**src/rtl/twos_complement_sequential_divider_pkg.sv**
```systemverilog
// Shared arithmetic-datapath definitions.
// Used by the two's-complement multiplier and divider.
package twos_complement_sequential_divider_pkg;

  localparam int DEFAULT_WIDTH = 8;

  typedef enum logic [1:0] {
    IDLE = 2'd0,
    CALC = 2'd1,
    FIX  = 2'd2
  } state_t;

endpackage

```
**src/rtl/twos_complement_sequential_divider_ripple_add_sub.sv**
```systemverilog
// WIDTH+1-bit ripple-carry adder/subtractor.
// sub=1 computes a - b by inverting b and forcing carry-in.
module ripple_add_sub #(
  parameter int WIDTH = 8
) (
  input  logic [WIDTH:0] a,
  input  logic [WIDTH:0] b,
  input  logic           sub,
  output logic [WIDTH:0] result,
  output logic           carry
);

  logic [WIDTH+1:0] c;
  logic [WIDTH:0]   bx;

  assign bx   = b ^ {(WIDTH+1){sub}};
  assign c[0] = sub;

  for (genvar i = 0; i <= WIDTH; i++) begin : g_fa
    assign result[i] = a[i] ^ bx[i] ^ c[i];
    assign c[i+1]    = (a[i] & bx[i])
                     | (c[i] & (a[i] ^ bx[i]));
  end

  assign carry = c[WIDTH+1];

endmodule

```
**src/rtl/twos_complement_sequential_divider.sv**
```systemverilog
// Signed restoring divider: one quotient bit per clock,
// then a sign-correction cycle. Truncates toward zero.
module twos_complement_sequential_divider
  import twos_complement_sequential_divider_pkg::*;
#(
  parameter int WIDTH = DEFAULT_WIDTH
) (
  input  logic             clk,
  input  logic             rst,
  input  logic             start,
  input  logic [WIDTH-1:0] dividend,
  input  logic [WIDTH-1:0] divisor,
  output logic             busy,
  output logic             done,
  output logic [WIDTH-1:0] quotient,
  output logic [WIDTH-1:0] remainder,
  output logic             div_by_zero,
  output logic             overflow
);

  localparam int CW = $clog2(WIDTH + 1);

  state_t           state;
  logic [CW-1:0]    cnt;
  logic [WIDTH-1:0] rem;
  logic [WIDTH-1:0] q;
  logic [WIDTH-1:0] dmag;
  logic             sa;
  logic             sb;
  logic             dz;
  logic             ov;

  logic [WIDTH:0]   a_t;
  logic [WIDTH:0]   b_t;
  logic [WIDTH:0]   r_t;
  logic [WIDTH:0]   r_n;
  logic             c_t;
  logic             c_n;
  logic             nonneg;
  logic             unused_bits;

  // Trial adder doubles as the quotient negator in FIX.
  always_comb begin
    a_t = {rem, q[WIDTH-1]};
    b_t = {1'b0, dmag};
    if (state == FIX) begin
      a_t = '0;
      b_t = {1'b0, q};
    end
  end

  ripple_add_sub #(.WIDTH(WIDTH)) u_trial (
    .a      (a_t),
    .b      (b_t),
    .sub    (1'b1),
    .result (r_t),
    .carry  (c_t)
  );

  ripple_add_sub #(.WIDTH(WIDTH)) u_neg (
    .a      ('0),
    .b      ({1'b0, rem}),
    .sub    (1'b1),
    .result (r_n),
    .carry  (c_n)
  );

  assign nonneg      = ~r_t[WIDTH];
  assign unused_bits = ^{c_t, c_n, r_n[WIDTH]};

  always_ff @(posedge clk) begin
    if (rst) begin
      state       <= IDLE;
      cnt         <= '0;
      rem         <= '0;
      q           <= '0;
      dmag        <= '0;
      sa          <= 1'b0;
      sb          <= 1'b0;
      dz          <= 1'b0;
      ov          <= 1'b0;
      busy        <= 1'b0;
      done        <= 1'b0;
      quotient    <= '0;
      remainder   <= '0;
      div_by_zero <= 1'b0;
      overflow    <= 1'b0;
    end else begin
      done <= 1'b0;
      unique case (state)
        IDLE: begin
          if (start) begin
            q     <= dividend[WIDTH-1] ? -dividend : dividend;
            dmag  <= divisor[WIDTH-1] ? -divisor : divisor;
            sa    <= dividend[WIDTH-1];
            sb    <= divisor[WIDTH-1];
            dz    <= (divisor == '0);
            ov    <= (dividend == {1'b1, {(WIDTH-1){1'b0}}})
                  && (divisor == '1);
            rem   <= '0;
            cnt   <= CW'(WIDTH);
            busy  <= 1'b1;
            state <= CALC;
          end
        end
        CALC: begin
          rem <= nonneg ? r_t[WIDTH-1:0] : a_t[WIDTH-1:0];
          q   <= {q[WIDTH-2:0], nonneg};
          cnt <= cnt - 1'b1;
          if (cnt == CW'(1)) state <= FIX;
        end
        FIX: begin
          quotient    <= dz        ? '1
                       : (sa ^ sb) ? r_t[WIDTH-1:0]
                       :             q;
          remainder   <= sa ? r_n[WIDTH-1:0] : rem;
          div_by_zero <= dz;
          overflow    <= ov;
          done        <= 1'b1;
          busy        <= 1'b0;
          state       <= IDLE;
        end
        default: state <= IDLE;
      endcase
    end
  end

endmodule

```
**config.mk**
```make
export PLATFORM = sky130hd
export DESIGN_NAME = twos_complement_sequential_divider
export DESIGN_NICKNAME = d
export VERILOG_FILES = /design/src/rtl/twos_complement_sequential_divider_pkg.sv /design/src/rtl/twos_complement_sequential_divider_ripple_add_sub.sv /design/src/rtl/twos_complement_sequential_divider.sv
export SDC_FILE = /design/constraint.sdc
export NUM_CORES = 1
export LEC_CHECK = 0
export ABC_AREA = 1
export CORE_MARGIN = 3
export CORE_UTILIZATION = 40
export DETAILED_ROUTE_END_ITERATION = 8
export PLACE_DENSITY = 0.61
export SYNTH_ARGS = -nofsm -noshare
export SYNTH_HDL_FRONTEND = slang
export SYNTH_SLANG_ARGS = --single-unit
```
**constraint.sdc**
```tcl
create_clock -name clk -period 4.7 [get_ports clk]
set_clock_uncertainty 0.1 [all_clocks]
set_input_delay 0.94 -clock clk [delete_from_list [all_inputs] [get_ports clk]]
set_output_delay 0.94 -clock clk [all_outputs]
set_load 0.05 [all_outputs]
```
==> impl_metrics.csv, run 1 <==
group,metric,value,unit
placed_design,placed_cell_area,3497,um2
logic_synthesis,ys_async_sr_fraction,0,
setup_path,path_max_fanout,14,
setup_path,critPathCaptureType,"register",
logic_synthesis,synth_cell_types,31,
cells_and_area,multi_input_area,1653,um2
clocking,cts_tree,"yes",
setup_path,crit_family,"adder cells",
flow_run,cap_violations,0,
setup_path,crit_required,4.86,ns
logic_synthesis,ys_warn_count,0,
logic_synthesis,syn-instance-count,431,
sta,layout_min_cycle_time,4.403,ns
die,dieArea,8764,um2
sta,max_freq,0.2271,GHz
die,initial_core_util,0.4188,
cells_and_area,n_antenna_cell,0,
clocking,cts_sinks,54,
power_and_ir_drop,peakVddDrop,162.9,uV
logic_synthesis,ys_seq_area_frac,0.3521,
route,dr.pass1.iters,5,
route,drt_first_iter_violations,109,
die,rows,31,
cells_and_area,stdcell_area,3630,um2
clocking,post_cts_buffers,0,
cells_and_area,final_layout_size_suffix_gt1_frac,0.06695,
cells_and_area,final_nets,501,
setup_path,worstPathArrival,4.56,ns
setup_path,crit_chain,"inv_2 -> nand2_8 -> nand2_1 -> o21ai_1 -> ha_1 -> inv_1 -> fa_1 -> fa_1 -> fa_1 -> fa_1 -> fa_1 -> fa_1 -> fa_2 -> inv_1 -> o21ai_0 -> o21ai_0 -> inv_1",
global_route,grt_pass1_vias,2627,
die,io_pins,39,
die,core_area,7331,um2
route,ant_nets,0,
sta,setup_viol,0,
cells_and_area,fill_cells,758,
clocking,insertion_delay,0.31,ns
die,die_h,93.62,um
clocking,numCtsBuffers,5,
sta,min_period_over_period,0.9368,
clocking,clkTransAtPathRegs,0.10,ns
worst_hold_path,hold_path_class,"reg -> reg",
global_route,grt_max_degree,26,
cells_and_area,syn_to_final_growth,18.22,%
placed_design,dp_hpwl,5595,um
sta,hold_violations,0,
sta,setup-tns-final,0,ns
sta,final_max_slew_viol_count,0,
logic_synthesis,syn-mean-instance-area,7.124,um2
logic_synthesis,synth_ff_type,"dfxtp_1",
clocking,cts_buffer_depth,2,
clocking,ctsRootBufferMaster,"clkbuf_8",
route,vias,2823,
placed_design,portBuffers,38,
logic_synthesis,synthesis.area,3070,um2
route,viasPerCell,5.023,
status,outcome,"finished, final reports clean",
logic_synthesis,mappedNetlistNets,469,
power_and_ir_drop,power_density,356.7,nW/um2
placed_design,gp_congestion,0.8808,
clocking,h-tree-depth,2,
cells_and_area,regArea,1082,um2
setup_path,crit_buf_inv,4,
setup_path,start_kind,"register",
sta,worstMarginPinSlew,0.7672,ns
global_route,antenna_found_initial,0,
power_and_ir_drop,fin_total_pwr,1.295,mW
setup_path,crit_type,"reg -> reg",
route,wl,7384,um
logic_synthesis,synth_area_leaders,"dfxtp_1 (35%), nand2_1 (9.2%), nand3_1 (9.1%), inv_1 (7.3%), a21oi_1 (6.0%)",
sta,slew_headroom,0.4880,
route,avgRoutedWirePerCell,13.14,um
setup_path,slowest_stage,"fa_2",
global_route,grt-ovfl-total,0,
route,remaining_drc_errors,0,
logic_synthesis,yosys_register_bits,54,
setup_path,cp_common_cell,"fa_1",
logic_synthesis,synth_edf_count,0,
logic_synthesis,yosys.area.top_type,"dfxtp_1",
global_route,grt_util_all_layers,0.1792,
logic_synthesis,synth_top_area_frac,0.3521,
setup_path,slowest_delay,0.53,ns
global_route,grt_pass1_wl,12610,um
power_and_ir_drop,p_leak,1.601,nW
sta,grt_setup_unrepaired,"no",
die,die_x,93.62,um
[final timing paths]
check	to	slack (ns)	cells past startpoint	start
max	quotient[7]$_SDFFE_PP0P_	0.30	17	state[0]$_SDFFE_PP0P_
min	dmag[7]$_SDFFE_PP0P_	0.37	2	dmag[7]$_SDFFE_PP0P_
max reg2reg	quotient[7]$_SDFFE_PP0P_	0.30	17	state[0]$_SDFFE_PP0P_
min reg2reg	dmag[7]$_SDFFE_PP0P_	0.37	2	dmag[7]$_SDFFE_PP0P_
[cells in the mapped netlist (4+ instances only)]
master,number
nand2_2,4
buf_2,5
fa_1,7
dfxtp_1,54
nor3_1,4
ha_1,12
o211ai_1,6
a21oi_1,37
buf_4,4
nand2_1,75
nand4_1,5
xor2_1,4
inv_2,6
nor2_1,32
clkbuf_1,5
nand3_1,56
o21ai_0,34
inv_1,60
[worst reg2reg max path, delay by kind of cell, from the launching register on]
family	cells	cell delay, ns
and+or+nand+nor	2	0.17
DFF	1	0.37
AOI/OAI and AO/OA	3	0.42
buffers and inverters	4	0.25
adders and majority gates	8	3.06
[per-stage QoR]
stage               cells    util  worst slack [ns]  hold WS (ns)
CTS                   562  0.4924            0.1332        0.3749
finish                562  0.4951            0.2969        0.3746
global placement      555  0.4770            0.2742        0.3484
detailed placement    555  0.4770            0.1526        0.3600
global route          562  0.4951           0.01896        0.4064
floorplan             431       -            0.2820        0.3422
[what timing repair did]
item | in CTS | in global routing
gates resized for setup | 0 | 6
endpoints found under the setup margin | 0 | 9
hold buffers | 0 | 0
[cells in the final DEF, fill, tap and decap left out, types with 2 or more instances in the layout]
master           instances
clkbuf_8                 6
o211ai_1                 6
nor2_1                  32
fa_1                     6
o21ai_0                 33
mux2i_1                  3
a21oi_1                 37
nand2_2                  4
o21ai_1                  2
inv_2                    7
nand3_1                 56
nand4_1                  5
clkdlybuf4s50_1         38
ha_1                    12
inv_1                   59
nand2_1                 75
buf_4                    4
nor3_1                   4
xnor2_1                  2
nor2_2                   3
xor2_1                   4
dfxtp_1                 53
[sequential cells by signal, summed over array words and instances (netlist names)]
register and flops:
dmag 8, q 8, quotient 8, rem 8, remainder 8, cnt 4, state 2, busy 1
div_by_zero 1, done 1, dz 1, ov 1, overflow 1, sa 1, sb 1
[power breakdown]
part	internal, mW	switching, mW	total [mW]
Clock	0.171	0.146	0.317
Sequential	0.496	0.0344	0.531
Combinational	0.168	0.279	0.447
[per-layer routing]
metal	vias to the layer above	global-route usage	routed length (um)
met3	4	0.02977	267
met5	-	0	0
met1	1290	0.2441	3595
met2	57	0.2942	3469
met4	0	0.04693	51
li1	1472	-	-
[layout make-up]
type,count,area share
Multi-Input combinational cell,294,0.4554
Timing Repair Buffer,42,0.1131
Tap cell,99,0.03413
Sequential cell,54,0.2982
Clock buffer,6,0.02275
Clock inverter,1,0.008273
Inverter,66,0.06825
[kinds of logic after synthesis]
logic type,count (synthesis),synth area share
AOI/OAI and AO/OA,83,0.1443
xor gates and xnor gates,6,0.01711
adders and majority gates,19,0.09454
buffers and inverters,83,0.1157
DFF,54,0.3521
muxes,3,0.009780
and+or+nand+nor,183,0.2665
(Power assumes the default switching activity.)
==> inputs of run 2 (changes only) <==
--- a/config.mk
+++ b/config.mk
@@ -10,6 +10,7 @@
 export CORE_UTILIZATION = 40
 export DETAILED_ROUTE_END_ITERATION = 8
 export PLACE_DENSITY = 0.61
+export SKIP_LAST_GASP = 1
 export SYNTH_ARGS = -nofsm -noshare
 export SYNTH_HDL_FRONTEND = slang
 export SYNTH_SLANG_ARGS = --single-unit
==> results of run 2 <==
No change in the layout: final DEF, timing and power equal those of run 1.
